[src/rtl/des_ks_pkg.sv]
// rtl/des_ks_pkg.sv - shared constants, state enum and shift helper for the DES key sequencer
// Contents: KEY_W/HALF_W widths, default per-round shift mask, FSM state type,
//           shift_amt() returning the rotation amount (1 or 2) of a given round.
package des_ks_pkg;

  localparam int          KEY_W              = 56;
  localparam int          HALF_W             = 28;
  localparam logic [15:0] SHIFT_MASK_DEFAULT = 16'h7EFC;

  typedef enum logic {
    ST_IDLE = 1'b0,
    ST_RUN  = 1'b1
  } state_t;

  // Rotation applied by encrypt round idx: 2 where the mask bit is set, else 1.
  function automatic logic [1:0] shift_amt(input logic [15:0] mask, input logic [3:0] idx);
    return mask[idx] ? 2'd2 : 2'd1;
  endfunction

endpackage

[src/rtl/des_ks_rotator.sv]
// rtl/des_ks_rotator.sv - combinational 28-bit rotate by 0, 1 or 2 in either direction
// Ports: i_din   half-key in
//        i_amt   rotation amount (0, 1 or 2; 3 treated as 0)
//        i_right 1 = rotate right, 0 = rotate left
//        o_dout  rotated half-key
module des_ks_rotator
  import des_ks_pkg::*;
(
  input  logic [HALF_W-1:0] i_din,
  input  logic [1:0]        i_amt,
  input  logic              i_right,
  output logic [HALF_W-1:0] o_dout
);

  always_comb begin
    o_dout = i_din;
    case (i_amt)
      2'd1: o_dout = i_right ? {i_din[0], i_din[HALF_W-1:1]}
                             : {i_din[HALF_W-2:0], i_din[HALF_W-1]};
      2'd2: o_dout = i_right ? {i_din[1:0], i_din[HALF_W-1:2]}
                             : {i_din[HALF_W-3:0], i_din[HALF_W-1:HALF_W-2]};
      default: o_dout = i_din;
    endcase
  end

endmodule

[src/rtl/des_key_sched_ctrl.sv]
// rtl/des_key_sched_ctrl.sv - DES key-state sequencer: one PC-1 key in, 16 rotated C||D states out
// Ports: i_clk/i_rst                 clock, async active-high reset
//        i_start_valid/o_start_ready key load handshake (ready only when idle)
//        i_key, i_decrypt            PC-1 key and direction, sampled on acceptance
//        i_abort                     cancel the running operation
//        o_rk_valid/i_rk_ready       round output handshake
//        o_rk_cd, o_rk_round         rotated key-state and its round index
//        o_rk_last                   final round flag, o_busy = not idle
module des_key_sched_ctrl
  import des_ks_pkg::*;
#(
  parameter logic [15:0] SHIFT_MASK = SHIFT_MASK_DEFAULT
) (
  input  logic             i_clk,
  input  logic             i_rst,
  input  logic             i_start_valid,
  output logic             o_start_ready,
  input  logic [KEY_W-1:0] i_key,
  input  logic             i_decrypt,
  input  logic             i_abort,
  output logic             o_rk_valid,
  input  logic             i_rk_ready,
  output logic [KEY_W-1:0] o_rk_cd,
  output logic [3:0]       o_rk_round,
  output logic             o_rk_last,
  output logic             o_busy
);

  state_t           r_state;
  state_t           w_state_nxt;
  logic [KEY_W-1:0] r_cd;
  logic [3:0]       r_round;
  logic             r_valid;
  logic             r_dec;

  logic             w_accept;
  logic             w_advance;
  logic             w_last_round;
  logic [KEY_W-1:0] w_rot_src;
  logic [KEY_W-1:0] w_rot_out;
  logic [1:0]       w_amt;
  logic             w_right;

  assign w_last_round = (r_round == 4'd15);

  always_comb begin
    w_state_nxt = r_state;
    w_accept    = 1'b0;
    w_advance   = 1'b0;
    case (r_state)
      ST_IDLE: begin
        if (i_start_valid) begin
          w_accept    = 1'b1;
          w_state_nxt = ST_RUN;
        end
      end
      ST_RUN: begin
        // Abort takes priority; a coincident handshake is dropped.
        if (i_abort) begin
          w_state_nxt = ST_IDLE;
        end else if (r_valid && i_rk_ready) begin
          if (w_last_round) w_state_nxt = ST_IDLE;
          else              w_advance   = 1'b1;
        end
      end
      default: w_state_nxt = ST_IDLE;
    endcase
  end

  // One rotator pair serves both the round-0 load (from i_key) and each advance
  // (from r_cd). Decrypt round 0 is the raw key, so it uses amount 0. Decrypt
  // advances walk the encrypt schedule backwards: round r+1 undoes shift(15-r).
  always_comb begin
    if (r_state == ST_IDLE) begin
      w_rot_src = i_key;
      w_right   = 1'b0;
      w_amt     = i_decrypt ? 2'd0 : shift_amt(SHIFT_MASK, 4'd0);
    end else begin
      w_rot_src = r_cd;
      w_right   = r_dec;
      w_amt     = r_dec ? shift_amt(SHIFT_MASK, 4'd15 - r_round)
                        : shift_amt(SHIFT_MASK, r_round + 4'd1);
    end
  end

  des_ks_rotator u_rot_c (
    .i_din   (w_rot_src[KEY_W-1:HALF_W]),
    .i_amt   (w_amt),
    .i_right (w_right),
    .o_dout  (w_rot_out[KEY_W-1:HALF_W])
  );

  des_ks_rotator u_rot_d (
    .i_din   (w_rot_src[HALF_W-1:0]),
    .i_amt   (w_amt),
    .i_right (w_right),
    .o_dout  (w_rot_out[HALF_W-1:0])
  );

  always_ff @(posedge i_clk or posedge i_rst) begin
    if (i_rst) begin
      r_state <= ST_IDLE;
      r_cd    <= '0;
      r_round <= '0;
      r_valid <= 1'b0;
      r_dec   <= 1'b0;
    end else begin
      r_state <= w_state_nxt;
      if (w_accept) begin
        r_cd    <= w_rot_out;
        r_round <= 4'd0;
        r_valid <= 1'b1;
        r_dec   <= i_decrypt;
      end else if (w_advance) begin
        r_cd    <= w_rot_out;
        r_round <= r_round + 4'd1;
      end else if (r_state == ST_RUN && w_state_nxt == ST_IDLE) begin
        r_valid <= 1'b0;
      end
    end
  end

  assign o_start_ready = (r_state == ST_IDLE);
  assign o_busy        = (r_state != ST_IDLE);
  assign o_rk_valid    = r_valid;
  assign o_rk_cd       = r_cd;
  assign o_rk_round    = r_round;
  assign o_rk_last     = r_valid && w_last_round;

endmodule
[config.mk]
export PLATFORM = sky130hd
export DESIGN_NAME = des_key_sched_ctrl
export DESIGN_NICKNAME = d
export VERILOG_FILES = /design/src/rtl/des_ks_pkg.sv /design/src/rtl/des_ks_rotator.sv /design/src/rtl/des_key_sched_ctrl.sv
export SDC_FILE = /design/constraint.sdc
export NUM_CORES = 1
export LEC_CHECK = 0
export ABC_CLOCK_PERIOD_IN_PS = 2700
export BUFFER_PORTS_ARGS = -buffer_cell sky130_fd_sc_hd__buf_2
export CAP_MARGIN = 0
export CORE_MARGIN = 10
export CORE_UTILIZATION = 25
export DETAILED_ROUTE_END_ITERATION = 12
export PLACE_DENSITY = 0.45
export SLEW_MARGIN = 25
export SYNTH_ARGS = -nofsm -noshare
export SYNTH_HDL_FRONTEND = slang
export SYNTH_SLANG_ARGS = --single-unit
[constraint.sdc]
create_clock -name i_clk -period 2.7 [get_ports i_clk]
set_clock_uncertainty 0.05 [all_clocks]
set_input_delay 0.405 -clock i_clk [delete_from_list [all_inputs] [get_ports i_clk]]
set_output_delay 0.405 -clock i_clk [all_outputs]
set_load 0.03 [all_outputs]
==> results of run 1 <==
[per-layer routing]
layer	vias to the layer above	part of all wire [%]	global-route usage [%]
met4	0	1.5	3.97
met5	-	0	0
li1	3151	-	-
met3	23	5.6	3.64
met2	218	47	26.8
met1	3122	46	22.2
[cell usage in the layout (no fill, tap or decap), types with 9 or more instances in the layout]
master	n
a22oi_1	26
buf_2	125
dfrtp_1	58
buf_12	14
or2_2	9
a21oi_1	94
nand3_1	25
nand2_1	203
o21ai_1	36
clkbuf_16	10
a31oi_1	49
nor2_1	12
buf_4	30
o21ai_0	128
[Yosys cell counts (2+ instances only)]
master	count	area, µm²
a211oi_1	2	15.0
a21boi_0	2	15.0
a21oi_1	97	485
a221oi_1	6	52.6
a22o_1	2	17.5
a22oi_1	26	195
a31o_2	2	17.5
a31oi_1	49	307
and3_1	2	12.5
buf_2	29	145
buf_4	8	60.1
buf_6	3	33.8
clkbuf_1	30	113
clkbuf_2	2	10.0
dfrtp_1	63	1580
ha_1	6	75.1
inv_1	12	45.0
mux2i_1	3	30.0
nand2_1	203	762
nand3_1	25	125
nor2_1	13	48.8
nor2b_1	2	12.5
nor3_1	10	50.1
nor4_1	3	18.8
o21ai_0	149	746
o21ai_1	19	95.1
o311ai_1	6	52.6
o31ai_1	3	22.5
or2_2	10	62.6
[logic make-up after synthesis]
kind of cell / count (synthesis) / share of synthesized area (%)
AOI/OAI and AO/OA: 370 / 39.2
and+or+nand+nor: 276 / 21.5
buffers and inverters: 86 / 7.73
DFF: 63 / 29.4
adders and majority gates: 6 / 1.40
muxes: 3 / 0.561
xor gates and xnor gates: 1 / 0.164
[power breakdown]
| group | internal [W] | switching [W] |
|---|---|---|
| registers | 0.00137 | 0.000598 |
| clock network | 0.000667 | 0.000462 |
| logic | 0.00153 | 0.00287 |
[worst min-delay path, cell delays in order]
cell	delay [ns]
buf_2	0.09
nand2_1	0.05
nand3_1	0.07
[registers in the layout, indices dropped and copies added (netlist names)]
register / flops
o_busy: 1
o_rk_round: 4
o_rk_cd: 56
r_dec: 1
o_rk_valid: 1
[through the flow]
step,hold WS (ns),utilization [%],setup slack [ns]
after floorplan,0.472,-,0.00884
after global placement,0.326,30.4,-0.415
after detailed placement,0.307,30.4,-0.440
after CTS,0.245,33.1,-0.154
after global routing,0.262,34.1,-0.161
final,0.251,34.1,-0.0898
[timing repair]
item	CTS	global route
setup buffers	9	5
cloned	4	1
hold buffers	1	0
gates resized for setup	36	43
endpoints found under the setup margin	56	56
endpoints found under the hold margin	8	0
pin swaps	12	19
[worst paths after layout]
check                              startpoint     endpoint  slack [ns]  cells after the start
min in group asynchronous               i_rst  o_rk_cd[25]        0.48                      3
worst max register to register  o_rk_round[0]  o_rk_cd[55]       -0.09                     12
max in group asynchronous               i_rst  o_rk_cd[24]        1.55                      4
worst min register to register    o_rk_cd[40]  o_rk_cd[40]        0.48                      2
worst min-delay path                i_key[36]  o_rk_cd[36]        0.25                      3
worst max-delay path            o_rk_round[0]  o_rk_cd[55]       -0.09                     12
[final cells by class]
| type | count | area, µm² | share of cell area (%) |
|---|---|---|---|
| Multi-Input combinational cell | 657 | 3600 | 50.2 |
| Sequential cell | 63 | 1590 | 22.1 |
| Tap cell | 275 | 344 | 4.80 |
| Clock buffer | 14 | 264 | 3.69 |
| Timing Repair Buffer | 181 | 1320 | 18.4 |
| Clock inverter | 1 | 5.00 | 0.0699 |
| Inverter | 13 | 48.8 | 0.681 |
==> results_dict.tcl, run 1 <==
set metrics [dict create \
    cts_tree "built" \
    start_kind "flop" \
    yosysSeqAreaShare_pct 29.4 \
    placed_cells 1170 \
    cts.sinks 63 \
    clockBufferDepth 2 \
    drc 0 \
    firstDrtPassIters 5 \
    antenna_found_initial 0 \
    syn_avg_cell_area_um2 6.65 \
    place_area_um2 6380 \
    hpwl_mm 15.5 \
    io_buffers 125 \
    outcome "finished with violations" \
    post_drt_wl_per_cell_um 20.0 \
    power.density_nw_per_um2 1050 \
    die-area_um2 27700 \
    clk_pin_slew_worst_paths_ns 0.06 \
    via_per_inst 5.41 \
    io_pins 126 \
    grt_pass1_vias 6467 \
    core_area_um2 21000 \
    drv_cap 0 \
    clk_latency_ns 0.35 \
    drive_above_1_share_pct 27.1 \
    die_w_um 166 \
    gr-total-overflow 0 \
    synth_area_um2 5360 \
    end_kind "flop" \
    syn_nets 873 \
    syn_to_final_growth_pct 33.8 \
    yosysUniqueCellTypes 47 \
    finalWorstSetupSlack_ns -0.0898 \
    tns_ns -0.161 \
    fin_area_um2 7160 \
    num_vias 6514 \
    final_max_slew_viol_count 0 \
    violations "negative setup slack" \
    clock-root-buffer "clkbuf_16" \
    worstSetupPathType "reg -> reg" \
    cp_common_cell "ha_4" \
    async_flop_share_pct 100 \
    initial_core_util_pct 25.5 \
    worst_pin_slew_ns 0.696 \
    finalCritPeriodShare_pct 103 \
    slowest_delay_ns 0.43 \
    final-setup-viol-count 4 \
    worst_slew_margin_rel_pct 53.6 \
    fmax_ghz 0.358 \
    rows 53 \
    cp.buffers_inverters 2 \
    crit_chain "ha_4 > or2_4 > a211oi_4 > o31ai_4 > buf_4 > a31o_4 > ha_4 > bufbuf_16 > o21ai_2 > a31oi_1 > o311ai_1 > nand2_1" \
    critPathArrivalTime_ns 2.97 \
    synth-edff-count 0 \
    crit_path_max_fanout 6 \
    synth-seq-cells 63 \
    p_leak_nw 3.04 \
    numCtsBuffers 9 \
    ys.flop_type "dfrtp_1" \
    fp.dieH_um 166 \
    fill_cells 2318 \
    rsz0062_at_grt "yes" \
    drt_iter0_markers 505 \
    instances_no_fill 1204 \
    grt_usage_pct 16.7 \
    grt_pass1_wl_mm 37.9 \
    cp_top_family "compound AO/OA/AOI/OAI gates" \
    hold_path_class "in -> reg" \
    crit_required_ns 2.88 \
    n_antenna_cell 0 \
    postSynthCellCount 805 \
    routed_wl_mm 24.0 \
    synth_warnings 0 \
    cts_max_level 3 \
    p_total_w 0.00751 \
    gp_congestion 0.822 \
    finalHoldViolCount 0 \
    final.min_clock_period_ns 2.79 \
    grt_max_degree 116 \
    irDropWorstVdd_v 0.000531 \
    nets 993 \
    crit_path_top_delay_cell "dfrtp_2" \
    final_antenna_net_count 0 \
]
Power figures use the tool's default switching activity.
==> run 2: changes to the inputs <==
ABC_AREA = 1   (was not set)
==> results_dict.tcl, run 2 <==
set metrics [dict create \
    outcome "finished, final reports clean" \
    cts_tree "built" \
    hold_buffers 0 \
    synth_area_um2 5370 \
    cp.buffers_inverters 2 \
    synthMostInstantiatedCell "nand2_1" \
    crit_path_max_fanout 25 \
    hold_path_class "in -> async" \
    p_leak_nw 3.51 \
    synth_warnings 0 \
    final_common_cell "nand2_1" \
    largest_reg_flops 56 \
    crit_start "o_rk_round[1]" \
    worst_pin_slew_ns 0.614 \
    core_area_um2 21100 \
    power.density_nw_per_um2 1270 \
    cp_common_cell "nand2_1" \
    drc 0 \
    gp_congestion 0.807 \
    rrSetupSlack_ns 0.27 \
    num_vias 6202 \
    critPathArrivalTime_ns 2.58 \
    place_area_um2 6270 \
    syn_to_final_growth_pct 24.3 \
    start_kind "flop" \
    final.min_clock_period_ns 2.43 \
    irDropWorstVdd_v 0.000383 \
    n_antenna_cell 0 \
    postSynthCellCount 919 \
    post_drt_wl_per_cell_um 16.9 \
    end_kind "flop" \
    antenna_found_initial 0 \
    crit_required_ns 2.85 \
    syn_nets 987 \
    tns_ns 0 \
    drive_above_1_share_pct 19.3 \
    final-setup-viol-count 0 \
    crit_cells 11 \
    cp_top_family "adder cells" \
    initial_core_util_pct 25.5 \
    yosysSeqAreaShare_pct 29.4 \
    worst_slew_margin_rel_pct 59.1 \
    placed_cells 1288 \
    synthTopCellsByArea "dfrtp_1 29%, nand2_1 23%, nand3_1 12%" \
    fin_area_um2 6670 \
    p_total_w 0.00850 \
    crit_end "o_rk_cd[10]" \
    via_per_inst 4.74 \
    worstSetupPathType "reg -> reg" \
    routed_wl_mm 22.1 \
    synth-edff-count 0 \
    die_w_um 167 \
    clk_pin_slew_worst_paths_ns 0.06 \
    io_pins 126 \
    syn_avg_cell_area_um2 5.84 \
    synth-seq-cells 63 \
    die-area_um2 27700 \
    synth_area_leader_cell "dfrtp_1" \
    final_max_slew_viol_count 0 \
    io_buffers 125 \
    slowest_delay_ns 0.39 \
    drv_cap 0 \
    yosys.area.top_type_share_pct 29.4 \
    numCtsBuffers 9 \
    cts_max_level 3 \
    nets 1096 \
    instances_no_fill 1308 \
    grt_pass1_wl_mm 35.0 \
    clockBufferDepth 2 \
    drt_iter0_markers 433 \
    firstDrtPassIters 5 \
    grt_max_degree 61 \
    finalHoldViolCount 0 \
    cts.sinks 63 \
    fill_cells 2479 \
    grt_pass1_vias 6209 \
    clock-root-buffer "clkbuf_16" \
    gr-total-overflow 0 \
    ys.flop_type "dfrtp_1" \
    yosysUniqueCellTypes 29 \
    finalCritPeriodShare_pct 89.9 \
    crit_chain "buf_4 > ha_1 > o21ai_0 > o211ai_1 > nand2_1 > nand2_1 > ha_2 > buf_4 > nand2_1 > nand3_1 > o21ai_0" \
    fmax_ghz 0.412 \
    yosys-top-cells-count "332 x nand2_1, 134 x nor2_1, 125 x nand3_1, 63 x dfrtp_1, 61 x inv_1" \
    grt_usage_pct 15.2 \
    reg2reg_from "o_rk_round[1]" \
    final_antenna_net_count 0 \
    clk_latency_ns 0.34 \
    async_flop_share_pct 100 \
    r2r-end "o_rk_cd[10]" \
    r2r_cells 11 \
    rows 53 \
    fp.dieH_um 167 \
    mostFrequentLayoutCells "332 x nand2_1, 134 x nor2_1, 125 x nand3_1, 125 x buf_2, 62 x dfrtp_1" \
    hpwl_mm 15.7 \
    crit_path_top_delay_cell "dfrtp_1" \
]
[run 2: area by class of cell]
cell class | instances | area, µm² | area share [%]
clock inverter | 3 | 65.1 | 0.975
multi-input combinational | 731 | 3210 | 48.1
tap | 275 | 344 | 5.16
sequential | 63 | 1580 | 23.7
clock buffer | 13 | 260 | 3.90
timing repair buffer | 157 | 963 | 14.4
inverter | 66 | 253 | 3.79
[run 2: cells by family (layout without fill, tap and decap cells)]
kind of cell | after synthesis | count (layout) | synth area share (%)
adders and majority gates | 6 | 6 | 1.40
AOI/OAI and AO/OA | 119 | 119 | 12.1
buffers and inverters | 125 | 239 | 11.0
DFF | 63 | 63 | 29.4
and+or+nand+nor | 606 | 606 | 46.1
[run 2: worst min-delay path by stage]
stage	start	end	slack, ns	cells after the start
final	i_rst	o_rk_cd[14]	0.02	2
after global routing	i_rst	o_rk_cd[14]	0.05	2
after floorplan	r_dec	r_dec	0.46	2
after CTS	i_rst	o_rk_cd[14]	0.02	2
after global placement	i_rst	o_rk_cd[14]	0.40	2
after detailed placement	i_rst	o_rk_cd[14]	0.40	2
[run 2: worst register-to-register path, delay by kind of cell (launching register included)]
kind | cells | cell delay [ns]
AO/OA/AOI/OAI | 3 | 0.37
adder cells (fa/ha/maj) | 2 | 0.57
buffers and inverters | 2 | 0.50
flip-flops | 1 | 0.39
AND/OR/NAND/NOR | 4 | 0.38
[run 2: repair_timing]
action                     CTS  global route
buffers inserted             0             2
setup endpoints to repair    0            39
resized for setup            0             5
[run 2: routing by layer]
| metal | global-route usage (%) | vias up | part of all wire, % |
|---|---|---|---|
| met2 | 24.5 | 162 | 46 |
| met4 | 2.86 | 0 | 0.67 |
| met5 | 0 | - | 0 |
| met1 | 20.8 | 2888 | 49 |
| met3 | 2.89 | 13 | 5.1 |
| li1 | - | 3139 | - |
[run 2: metrics by stage]
| step | setup WS, ns | hold slack (ns) | util (%) |
|---|---|---|---|
| floorplan | 0.0920 | 0.464 | - |
| global placement | 0.280 | 0.395 | 29.7 |
| detailed placement | 0.257 | 0.399 | 29.7 |
| CTS | 0.252 | 0.0236 | 31.3 |
| global route | -0.0394 | 0.0493 | 31.6 |
| finish | 0.274 | 0.0188 | 31.6 |
[run 2: power by group]
part / switching (W) / internal, W
Sequential: 0.000439 / 0.00138
Combinational: 0.00360 / 0.00174
Clock: 0.000478 / 0.000859
Total: 0.00452 / 0.00399
==> run 3: changes to the inputs <==
SETUP_SLACK_MARGIN = 0.3   (was not set)
==> results_dict.tcl, run 3 (synthesis results as in run 2) <==
set metrics [dict create \
    end_kind "flop" \
    crit_path_max_fanout 7 \
    crit_required_ns 2.93 \
    fp.dieH_um 167 \
    mostFrequentLayoutCells "326 x nand2_1, 125 x nor2_1, 125 x buf_2" \
    firstDrtPassIters 5 \
    die_w_um 167 \
    finalCritPeriodShare_pct 86.6 \
    drt_iter0_markers 488 \
    die-area_um2 27700 \
    cts_max_level 3 \
    via_per_inst 4.81 \
    hold_depth 3 \
    final.min_clock_period_ns 2.34 \
    outcome "finished, final reports clean" \
    power.density_nw_per_um2 1280 \
    final_antenna_net_count 0 \
    grt_max_degree 76 \
    io_buffers 125 \
    worst_slew_margin_rel_pct 57.4 \
    largest_reg_flops 56 \
    worst_hold_path.endpoint "r_dec" \
    post_drt_wl_per_cell_um 17.4 \
    n_antenna_cell 0 \
    clock-root-buffer "clkbuf_16" \
    fin_area_um2 7040 \
    tns_ns 0 \
    min_from "i_decrypt" \
    final-setup-viol-count 0 \
    fmax_ghz 0.428 \
    r2r_cells 14 \
    gp_congestion 0.841 \
    grt_pass1_wl_mm 35.5 \
    drv_cap 0 \
    gr-total-overflow 0 \
    place_area_um2 6260 \
    drive_above_1_share_pct 23.3 \
    reg2reg_from "o_rk_round[0]" \
    syn_to_final_growth_pct 31.2 \
    rows 53 \
    clk_latency_ns 0.35 \
    irDropWorstVdd_v 0.000480 \
    rrSetupSlack_ns 0.36 \
    finalHoldViolCount 0 \
    num_vias 6302 \
    hpwl_mm 15.2 \
    initial_core_util_pct 25.5 \
    p_leak_nw 3.60 \
    start_kind "flop" \
    drc 0 \
    antenna_found_initial 0 \
    grt_pass1_vias 6309 \
    grt_usage_pct 15.6 \
    critPathArrivalTime_ns 2.57 \
    hold_path_class "in -> reg" \
    io_pins 126 \
    rsz0062_at_grt "yes" \
    r2r-end "o_rk_cd[53]" \
    clk_pin_slew_worst_paths_ns 0.06 \
    numCtsBuffers 9 \
    final_common_cell "nand2_1" \
    routed_wl_mm 22.8 \
    final_max_slew_viol_count 0 \
    worst_pin_slew_ns 0.639 \
    fin_util_pct 33.4 \
    core_area_um2 21100 \
    cts_tree "built" \
    cts.sinks 63 \
    clockBufferDepth 2 \
    worstSetupPathType "reg -> reg" \
    p_total_w 0.00899 \
    nets 1099 \
]
## run 3: per-stage QoR
stage | cells | hold WS (ns) | setup WS [ns]
2_1_floorplan | 919 | 0.464 | 0.199
3_3_place_gp | 1283 | 0.212 | 0.276
3_5_place_dp | 1283 | 0.211 | 0.257
4_1_cts | 1304 | 0.332 | 0.311
5_1_grt | 1311 | 0.371 | 0.207
6_report | 1311 | 0.334 | 0.361
## run 3: per-layer routing
| metal | GRT usage, % | up-vias | share of wire, % |
|---|---|---|---|
| met3 | 2.73 | 22 | 5.4 |
| li1 | - | 3163 | - |
| met1 | 21.4 | 2918 | 48 |
| met4 | 4.66 | 0 | 1.9 |
| met5 | 0 | - | 0 |
| met2 | 24.2 | 199 | 45 |
## run 3: worst max path at each step
stage,start,end,slack (ns)
3_5_place_dp,o_rk_round[0],o_rk_cd[49],0.26
2_1_floorplan,o_rk_round[0],o_rk_cd[28],0.20
4_1_cts,o_rk_round[0],o_rk_cd[52],0.31
6_report,o_rk_round[0],o_rk_cd[53],0.36
3_3_place_gp,o_rk_round[0],o_rk_cd[30],0.28
5_1_grt,o_rk_round[1],o_rk_cd[53],0.21
## run 3: timing repair
item / CTS / global route
gates cloned: 2 / 5
endpoints found under the hold margin: 1 / 0
hold buffers: 1 / 0
gates resized for setup: 7 / 60
pin swaps: 0 / 21
setup endpoints to repair: 39 / 56
buffers inserted: 2 / 2
## run 3: critical path, stage by stage, from the launching register on
cell	delay [ns]
dfrtp_2	0.45
ha_1	0.25
o21ai_0	0.19
o211ai_1	0.15
nand2_4	0.13
nand2_4	0.08
nand2_4	0.09
ha_4	0.20
clkinv_8	0.10
clkbuf_16	0.18
a21oi_4	0.11
nand2_1	0.06
nand2_1	0.06
nand2_1	0.05
a21oi_2	0.11
## run 3: power by group
group	leakage, nW	total (W)	internal, W	switching, W
Combinational	2.68	0.00573	0.00196	0.00377
Clock	0.168	0.00142	0.000925	0.000491
Sequential	0.755	0.00185	0.00139	0.000461
## run 3: area by class of cell
cell class                 count  area [µm²]
fill                        2414       14000
clock buffer                  10         239
inverter                      66         268
clock inverter                 6         108
timing repair buffer         159        1110
sequential                    63        1580
multi-input combinational    731        3380
timing repair inverter         1        8.76
tap                          275         344
